--- src/rtl/router_fifo_param.sv ---
// Parametrised packet-aware FIFO: stores {lfd, data} per entry, tracks packet
// boundaries on the read side, reports fill level and packet count, and latches sticky errors.
module router_fifo_param #(
    parameter int WIDTH    = 8,
    parameter int DEPTH    = 16,
    parameter int AF_LEVEL = DEPTH - 2
) (
    input  logic               clock,
    input  logic               resetn,
    input  logic               soft_reset,
    input  logic               write_enb,
    input  logic               read_enb,
    input  logic               lfd_state,
    input  logic [WIDTH-1:0]   data_in,
    output logic [WIDTH-1:0]   data_out,
    output logic               data_valid,
    output logic               pkt_end,
    output logic               empty,
    output logic               full,
    output logic               almost_full,
    output logic [$clog2(DEPTH):0] level,
    output logic [$clog2(DEPTH):0] pkt_count,
    output logic               overflow,
    output logic               underflow
);

    localparam int AW = $clog2(DEPTH);
    localparam int RW = WIDTH - 1;

    logic [WIDTH:0]     mem_q [DEPTH];
    logic [AW-1:0]      wptr_q, wptr_d;
    logic [AW-1:0]      rptr_q, rptr_d;
    logic [AW:0]        level_q, level_d;
    logic [AW:0]        pkt_count_q, pkt_count_d;
    logic [RW-1:0]      rem_q, rem_d;
    logic [WIDTH-1:0]   data_out_q, data_out_d;
    logic               data_valid_q, data_valid_d;
    logic               pkt_end_q, pkt_end_d;
    logic               overflow_q, overflow_d;
    logic               underflow_q, underflow_d;

    logic               empty_w;
    logic               full_w;
    logic               push;
    logic               pop;
    logic [WIDTH:0]     rd_entry;
    logic               rd_hdr;
    logic [WIDTH-3:0]   rd_len;

    assign empty_w  = (level_q == '0);
    assign full_w   = (level_q == (AW+1)'(DEPTH));
    assign pop      = read_enb & ~empty_w;
    // A full FIFO still accepts a write when the same cycle frees a slot.
    assign push     = write_enb & (~full_w | pop);
    assign rd_entry = mem_q[rptr_q];
    assign rd_hdr   = rd_entry[WIDTH];
    assign rd_len   = rd_entry[WIDTH-1:2];

    always_comb begin
        wptr_d       = wptr_q;
        rptr_d       = rptr_q;
        level_d      = level_q;
        pkt_count_d  = pkt_count_q;
        rem_d        = rem_q;
        data_out_d   = data_out_q;
        data_valid_d = 1'b0;
        pkt_end_d    = 1'b0;
        overflow_d   = overflow_q;
        underflow_d  = underflow_q;

        if (soft_reset) begin
            wptr_d      = '0;
            rptr_d      = '0;
            level_d     = '0;
            pkt_count_d = '0;
            rem_d       = '0;
            data_out_d  = '0;
            overflow_d  = 1'b0;
            underflow_d = 1'b0;
        end else begin
            if (push) begin
                wptr_d = wptr_q + AW'(1);
            end
            if (pop) begin
                rptr_d       = rptr_q + AW'(1);
                data_out_d   = rd_entry[WIDTH-1:0];
                data_valid_d = 1'b1;
                // Header reload covers payload plus the trailing parity byte.
                if (rd_hdr) begin
                    rem_d = {1'b0, rd_len} + RW'(1);
                end else if (rem_q != '0) begin
                    rem_d     = rem_q - RW'(1);
                    pkt_end_d = (rem_q == RW'(1));
                end
            end

            case ({push, pop})
                2'b10:   level_d = level_q + (AW+1)'(1);
                2'b01:   level_d = level_q - (AW+1)'(1);
                default: level_d = level_q;
            endcase

            if ((push & lfd_state) & ~(pop & rd_hdr)) begin
                pkt_count_d = pkt_count_q + (AW+1)'(1);
            end else if (~(push & lfd_state) & (pop & rd_hdr)) begin
                pkt_count_d = pkt_count_q - (AW+1)'(1);
            end

            overflow_d  = overflow_q | (write_enb & full_w & ~pop);
            underflow_d = underflow_q | (read_enb & empty_w);
        end
    end

    always_ff @(posedge clock or negedge resetn) begin
        if (!resetn) begin
            wptr_q       <= '0;
            rptr_q       <= '0;
            level_q      <= '0;
            pkt_count_q  <= '0;
            rem_q        <= '0;
            data_out_q   <= '0;
            data_valid_q <= 1'b0;
            pkt_end_q    <= 1'b0;
            overflow_q   <= 1'b0;
            underflow_q  <= 1'b0;
        end else begin
            wptr_q       <= wptr_d;
            rptr_q       <= rptr_d;
            level_q      <= level_d;
            pkt_count_q  <= pkt_count_d;
            rem_q        <= rem_d;
            data_out_q   <= data_out_d;
            data_valid_q <= data_valid_d;
            pkt_end_q    <= pkt_end_d;
            overflow_q   <= overflow_d;
            underflow_q  <= underflow_d;
        end
    end

    // Storage is not reset; only pointers define what is valid.
    always_ff @(posedge clock) begin
        if (push && !soft_reset) begin
            mem_q[wptr_q] <= {lfd_state, data_in};
        end
    end

    assign data_out    = data_out_q;
    assign data_valid  = data_valid_q;
    assign pkt_end     = pkt_end_q;
    assign empty       = empty_w;
    assign full        = full_w;
    assign almost_full = (level_q >= (AW+1)'(AF_LEVEL));
    assign level       = level_q;
    assign pkt_count   = pkt_count_q;
    assign overflow    = overflow_q;
    assign underflow   = underflow_q;

endmodule

--- config.mk ---
export PLATFORM = sky130hd
export DESIGN_NAME = router_fifo_param
export DESIGN_NICKNAME = d
export VERILOG_FILES = /design/src/rtl/router_fifo_param.sv
export SDC_FILE = /design/constraint.sdc
export NUM_CORES = 1
export LEC_CHECK = 0
export ABC_AREA = 1
export BUFFER_PORTS_ARGS = -buffer_cell sky130_fd_sc_hd__buf_2
export CORE_MARGIN = 4
export CORE_UTILIZATION = 61
export CTS_CLUSTER_SIZE = 16
export DETAILED_ROUTE_END_ITERATION = 10
export PLACE_DENSITY = 0.84
export SLEW_MARGIN = 10
export SYNTH_ARGS = -nofsm -noshare
export SYNTH_HDL_FRONTEND = slang
export SYNTH_SLANG_ARGS = --single-unit
--- constraint.sdc ---
create_clock -name clock -period 2.7 [get_ports clock]
set_input_delay 0.54 -clock clock [delete_from_list [all_inputs] [get_ports clock]]
set_output_delay 0.54 -clock clock [all_outputs]
set_load 0.02 [all_outputs]
Yosys cells after proc, flatten, opt, wreduce, memory -nomap -nowiden

Memories as Yosys holds them, arrays and structs flattened.
Cells that the tools add are included.

Add/subtract/negate cells: 8
Reduce and logical (&&, ||, !) cells: 10
Equality and inequality tests: 4
Bitwise operators: 17
$lt $le $gt $ge: 1
Shift operators: 0
Div/mod/pow operators: 0
Multiply operators: 0
Multiplexer cells: 25

Operator list:

| operator                                                           | count |
|---|---|
| 2-to-1 mux 7 bit                                                   | 4 |
| 2-to-1 mux 5 bit                                                   | 4 |
| 2-to-1 mux 4 bit                                                   | 4 |
| 2-to-1 mux 8 bit                                                   | 2 |
| adder 5 x 1 -> 5 bit (second input constant)                       | 2 |
| 2-to-1 mux 1 bit                                                   | 10 |
| case mux 5 bit (2 select lines)                                    | 1 |
| subtractor 5 x 1 -> 5 bit (second input constant)                  | 2 |
| AND 1 bit                                                          | 9 |
| nonzero test 3 bit                                                 | 3 |
| adder 4 x 1 -> 4 bit (second input constant)                       | 2 |
| adder 6 x 1 -> 7 bit (second input constant)                       | 1 |
| equality test 7 x 1 -> 1 bit (second input constant)               | 1 |
| nonzero test 7 bit                                                 | 1 |
| subtractor 7 x 1 -> 7 bit (second input constant)                  | 1 |
| equality test 5 bit (second input constant)                        | 1 |
| greater-or-equal comparator 5 x 4 -> 1 bit (second input constant) | 1 |
| logical NOT 5 bit                                                  | 1 |
| NOT 1 bit                                                          | 5 |
| nonzero test 2 bit                                                 | 2 |
| bitwise OR 1 bit                                                   | 3 |
| equality test 2 x 1 -> 1 bit (second input constant)               | 1 |
| equality test 2 bit (second input constant)                        | 1 |
| AND reduction 2 bit                                                | 1 |
| other kinds (2)                                                    | 2 |

Input bits: 14
Latch bits: 0
Output and inout bits: 25
ROM bits: 0
RAM bits: 144
Memories kept: 1
Word-level logic and storage cells: 76
Flip-flop bits (word level): 37

Memory list:

| name  | depth | width | rd ports | clocked after Yosys merged registers in | write ports | RTL line | text |
|---|---|---|---|---|---|---|---|
| mem_q | 16    | 9     | 1        | 0                                       | 1           | 30       | `logic [WIDTH:0] mem_q [DEPTH];` |

Logic depth before layout (Yosys ltp)

Depth after elaboration: 11
Gate-level depth with buffers: 19
Mapped depth without buffers: 16

Worst setup path after synthesis

No wires, ideal clock.

Kind: register to register
Start: reg level_q[0] (netlist: level[0])
End: reg pkt_count_q[4] (netlist: pkt_count[4])
Required time: 2.583 ns
Library setup time: 0.117 ns
Path buffers: 0
Path slack: 0.167 ns
Arrival time: 2.416 ns
Stages on the path, launching flop included: 15
Period minus slack after synthesis: 2.533 ns
Cell sequence: dfrtp_1 > inv_1 > nand4_1 > nor2_1 > nand2_1 > nand2_1 > nor2_1 > nand2_2 > ha_1 > a21oi_1 > nand2_1 > xor2_1 > xor2_1 > nand2_1 > nand2_1

Elaborated cells on any way between the ends: 16
Those cells by class: 1 x eq/ne; 2 x mux; 11 x bitwise; 2 x reduce/logical

RTL lines:

| element                                                | RTL line | text |
|---|---|---|
| from (decl)                                            | 33       | `logic [AW:0] level_q, level_d;` |
| from (signal assigned)                                 | 129      | `level_q <= level_d;` |
| equality test 5 bit (*)                                | 51       | `assign full_w = (level_q == (AW+1)'(DEPTH));` |
| named net full                                         | 19       | `output logic full,` |
| NOT 1 bit (*)                                          | 54       | `assign push = write_enb & (~full_w \| pop);` |
| bitwise OR 1 bit (*)                                   | 54       |  |
| AND 1 bit (*)                                          | 54       |  |
| AND 1 bit (*)                                          | 103, 105 |  |
| AND 1 bit or NOT 1 bit (tied branches)                 | 103, 105 |  |
| 2-to-1 mux 5 bit or AND 1 bit (tied branches)          | 103, 105 |  |
| 2-to-1 mux 5 bit or nonzero test 3 bit (tied branches) | --       |  |
| to (signal assigned)                                   | 130      | `pkt_count_q <= pkt_count_d;` |
| to (decl)                                              | 34       | `logic [AW:0] pkt_count_q, pkt_count_d;` |

Mark *: on every way through the listed nets, which the timed path passes. The rest lies on a longest branch.
A chain may end at the register's enable or synchronous reset.

Final worst setup path

Start: reg level_q[2] (netlist: level[2])
End: reg level_q[4] (netlist: level[4])

Cells in the longest elaborated chain, start to end: 8
Elaborated cells on any way between the ends: 14
Those cells by class: 2 x add/sub; 3 x eq/ne; 2 x mux; 5 x bitwise; 2 x reduce/logical

Ends and longest elaborated chain:

| element                                                             | RTL line | text |
|---|---|---|
| logical NOT 5 bit                                                   | 50       | `assign empty_w = (level_q == '0);` |
| NOT 1 bit                                                           | 52       | `assign pop = read_enb & ~empty_w;` |
| AND 1 bit                                                           | 52       |  |
| bitwise OR 1 bit                                                    | 54       |  |
| AND 1 bit                                                           | 54       |  |
| equality test 2 x 1 -> 1 bit or equality test 2 bit (tied branches) | 97       | `case ({push, pop})` |
| case mux 5 bit (2 select lines)                                     | 97       |  |
| 2-to-1 mux 5 bit                                                    | 71       | `if (soft_reset) begin` |

Parallel ways exist; a longest one is shown, timed or not.

==> results.json <==
{
  "outcome": "completed",
  "wire_per_inst_um": 19.2,
  "fillers": 808,
  "power_density_mw_per_mm2": 962,
  "num_io_pins": 39,
  "grt_pass1_wl_mm": 30.9,
  "wl_mm": 19.6,
  "clockRootBuffer": "clkbuf_16",
  "timing.hold.ws_ps": 216,
  "synth_seq_cells": 181,
  "clock_latency_ps": 430,
  "portBuffers": 38,
  "gp_congestion": 0.861,
  "relSlewSlack": 0.439,
  "syn_inst": 775,
  "worstPathMaxFanout": 5,
  "grt_pass1_vias": 6061,
  "drv_cap": 0,
  "yosys_warnings": 0,
  "place.detailed.hpwl_mm": 12.5,
  "clock_path_buffers": 2,
  "cts_buffers": 17,
  "syn_area_mm2": 0.00808,
  "row_count": 41,
  "die_y_um": 123,
  "die_x_um": 123,
  "endpoint_kind": "flop",
  "drt_first_iter_violations": 829,
  "grt_max_degree": 51,
  "syn_area_per_cell_um2": 10.4,
  "finalSetupViolations": 0,
  "async_flop_share": 0.204,
  "worst_pin_slew_ps": 842,
  "vias": 6027,
  "finalHoldViolCount": 0,
  "nNetsFinal": 871,
  "antenna_left": 0,
  "core_area_mm2": 0.0128,
  "syn2layout_area_growth_pct": 13.6,
  "critPathKind": "flop to flop",
  "hold_class": "input pin to asynchronous set/reset pin",
  "reg2reg_depth": 13,
  "finalClockSkew_ps": 10.1,
  "worstPathArrival_ps": 2850,
  "yosysSeqAreaShare": 0.650,
  "h-tree-depth": 4,
  "post_cts_buffers": 0,
  "cts_tree": "done",
  "period_minus_slack_ps": 2550,
  "setup_tns_ps": 0,
  "clk_pin_slew_ps": 70,
  "synth_edf_count": 144,
  "syn_nets": 807,
  "track_usage": 0.275,
  "period_share": 0.943,
  "peakVddDrop_v": 0.000506,
  "design.die.area_mm2": 0.0151,
  "antenna_found_initial": 0,
  "clock-sinks": 181,
  "regToRegSetupSlack_ps": 150,
  "r2r_end": "level[4]",
  "n_antenna_cell": 0,
  "crit_required_ps": 3000,
  "synthDistinctLibCells": 38,
  "start_util": 0.632,
  "slew_viol_final": 0,
  "via_per_inst": 5.91,
  "reg2reg_from": "level[2]",
  "grt_overflow": 0,
  "ys.flop_type": "edfxtp_1",
  "drive_above_1_share": 0.143,
  "p_leak_nw": 3.83,
  "fmax_mhz": 393,
  "cp-start-kind": "flop",
  "drcViolationCount": 0,
  "firstDrtPassIters": 5,
  "rsz0062_at_grt": "yes"
}
[worst max path at each step]
stage                   start      endpoint  cells past startpoint
finish               level[2]      level[4]                     13
global route        rptr_q[0]  pkt_count[4]                     16
CTS                  level[0]      level[4]                     13
detailed placement   level[0]      level[4]                     13
global placement     level[0]      level[4]                     13
floorplan            level[0]  pkt_count[4]                     14
[report_power, final]
part / internal (mW) / leakage (nW) / total, mW / switching, mW
clock network: 1.33 / 0.259 / 2.32 / 0.985
registers: 3.22 / 1.79 / 3.43 / 0.209
logic: 1.02 / 1.78 / 3.08 / 2.06
total: 5.57 / 3.83 / 8.82 / 3.25
[synth_stat cells, types with 2 or more instances]
| master | n | area share |
|---|---|---|
| dfrtp_1 | 37 | 0.11 |
| nor4_1 | 2 | 0.0015 |
| nor2_2 | 3 | 0.0023 |
| buf_6 | 2 | 0.0028 |
| o211ai_1 | 5 | 0.0046 |
| nor3_1 | 15 | 0.0093 |
| nor2_1 | 76 | 0.035 |
| nand2_2 | 4 | 0.0031 |
| o21ai_1 | 5 | 0.0031 |
| buf_2 | 12 | 0.0074 |
| fa_1 | 2 | 0.0050 |
| nand4_1 | 8 | 0.0062 |
| xnor2_1 | 4 | 0.0043 |
| o22ai_1 | 7 | 0.0054 |
| inv_2 | 6 | 0.0028 |
| ha_1 | 16 | 0.025 |
| xor2_1 | 8 | 0.0087 |
| a21oi_1 | 28 | 0.017 |
| edfxtp_1 | 144 | 0.54 |
| buf_4 | 7 | 0.0065 |
| o221ai_1 | 2 | 0.0022 |
| inv_1 | 54 | 0.025 |
| clkbuf_1 | 6 | 0.0028 |
| nand2_1 | 226 | 0.11 |
| nand3_1 | 47 | 0.029 |
| o21ai_0 | 37 | 0.023 |
[cell type report]
cell class                      instances  area, um2  area share
Sequential cell                       181       5250       0.572
Multi-Input combinational cell        505       2470       0.269
Timing Repair Buffer                   73        469      0.0511
Clock buffer                           18        429      0.0468
Inverter                               61        230      0.0251
Tap cell                              172        215      0.0235
Clock inverter                          9        110      0.0120
[flip-flops by register name, summed over array words and instances (netlist names)]
register	cells
wptr_q	4
mem_q	144
rem_q	7
data_out	8
level	5
underflow	1
data_valid	1
pkt_end	1
rptr_q	4
overflow	1
pkt_count	5
[worst max-delay path: stages (launching register included)]
cell	delay (ps)
dfrtp_1	420
inv_1	130
nand4_1	110
or2_1	230
nand2_1	130
inv_2	100
nand2_2	120
inv_1	120
ha_1	370
nand2_1	70
o21ai_1	170
xor2_1	220
xnor2_1	140
o22ai_1	100
[cells in the final DEF, fill, tap and decap left out, types with 7 or more instances in the layout]
master       n
ha_1        14
o21ai_0     36
nor3_1      15
nor2_1      76
xor2_1       8
o22ai_1      7
nand4_1      8
edfxtp_1   144
buf_4       33
inv_1       51
dfrtp_1     36
buf_2       38
nand3_1     47
nand2_1    225
inv_2        8
clkbuf_16   17
a21oi_1     28
[cell families after synthesis]
kind of cell | after synthesis | share of synthesized area
AND/OR/NAND/NOR | 383 | 0.195
flip-flops | 181 | 0.650
AO/OA/AOI/OAI | 92 | 0.0635
buffers and inverters | 89 | 0.0483
adder cells (fa/ha/maj) | 18 | 0.0297
XOR/XNOR | 12 | 0.0130
[per-layer routing]
metal  up-vias  global-route usage  share of wire
met1      2848               0.343           0.36
met5         -                   0              0
met4         0               0.127          0.034
met2       375               0.453           0.50
met3        59              0.0709           0.11
li1       2745                   -              -
[through the flow]
stage / utilization / std cells / worst slack [ps] / total power, mW / cell area, um2
3_5_place_dp: 0.673 / 992 / 14.1 / 6.39 / 8600
2_1_floorplan: - / 775 / 167 / 5.54 / 8080
4_1_cts: 0.715 / 1019 / 58.3 / 8.71 / 9140
5_1_grt: 0.718 / 1019 / -20.8 / 9.29 / 9180
3_3_place_gp: 0.673 / 992 / 237 / 6.20 / 8600
6_report: 0.718 / 1019 / 154 / 8.82 / 9180
[timing repair]
action	in CTS	in global routing
resized for setup	1	10
hold buffers	0	0
endpoints found under the setup margin	1	4
Power figures use the tool's default switching activity.
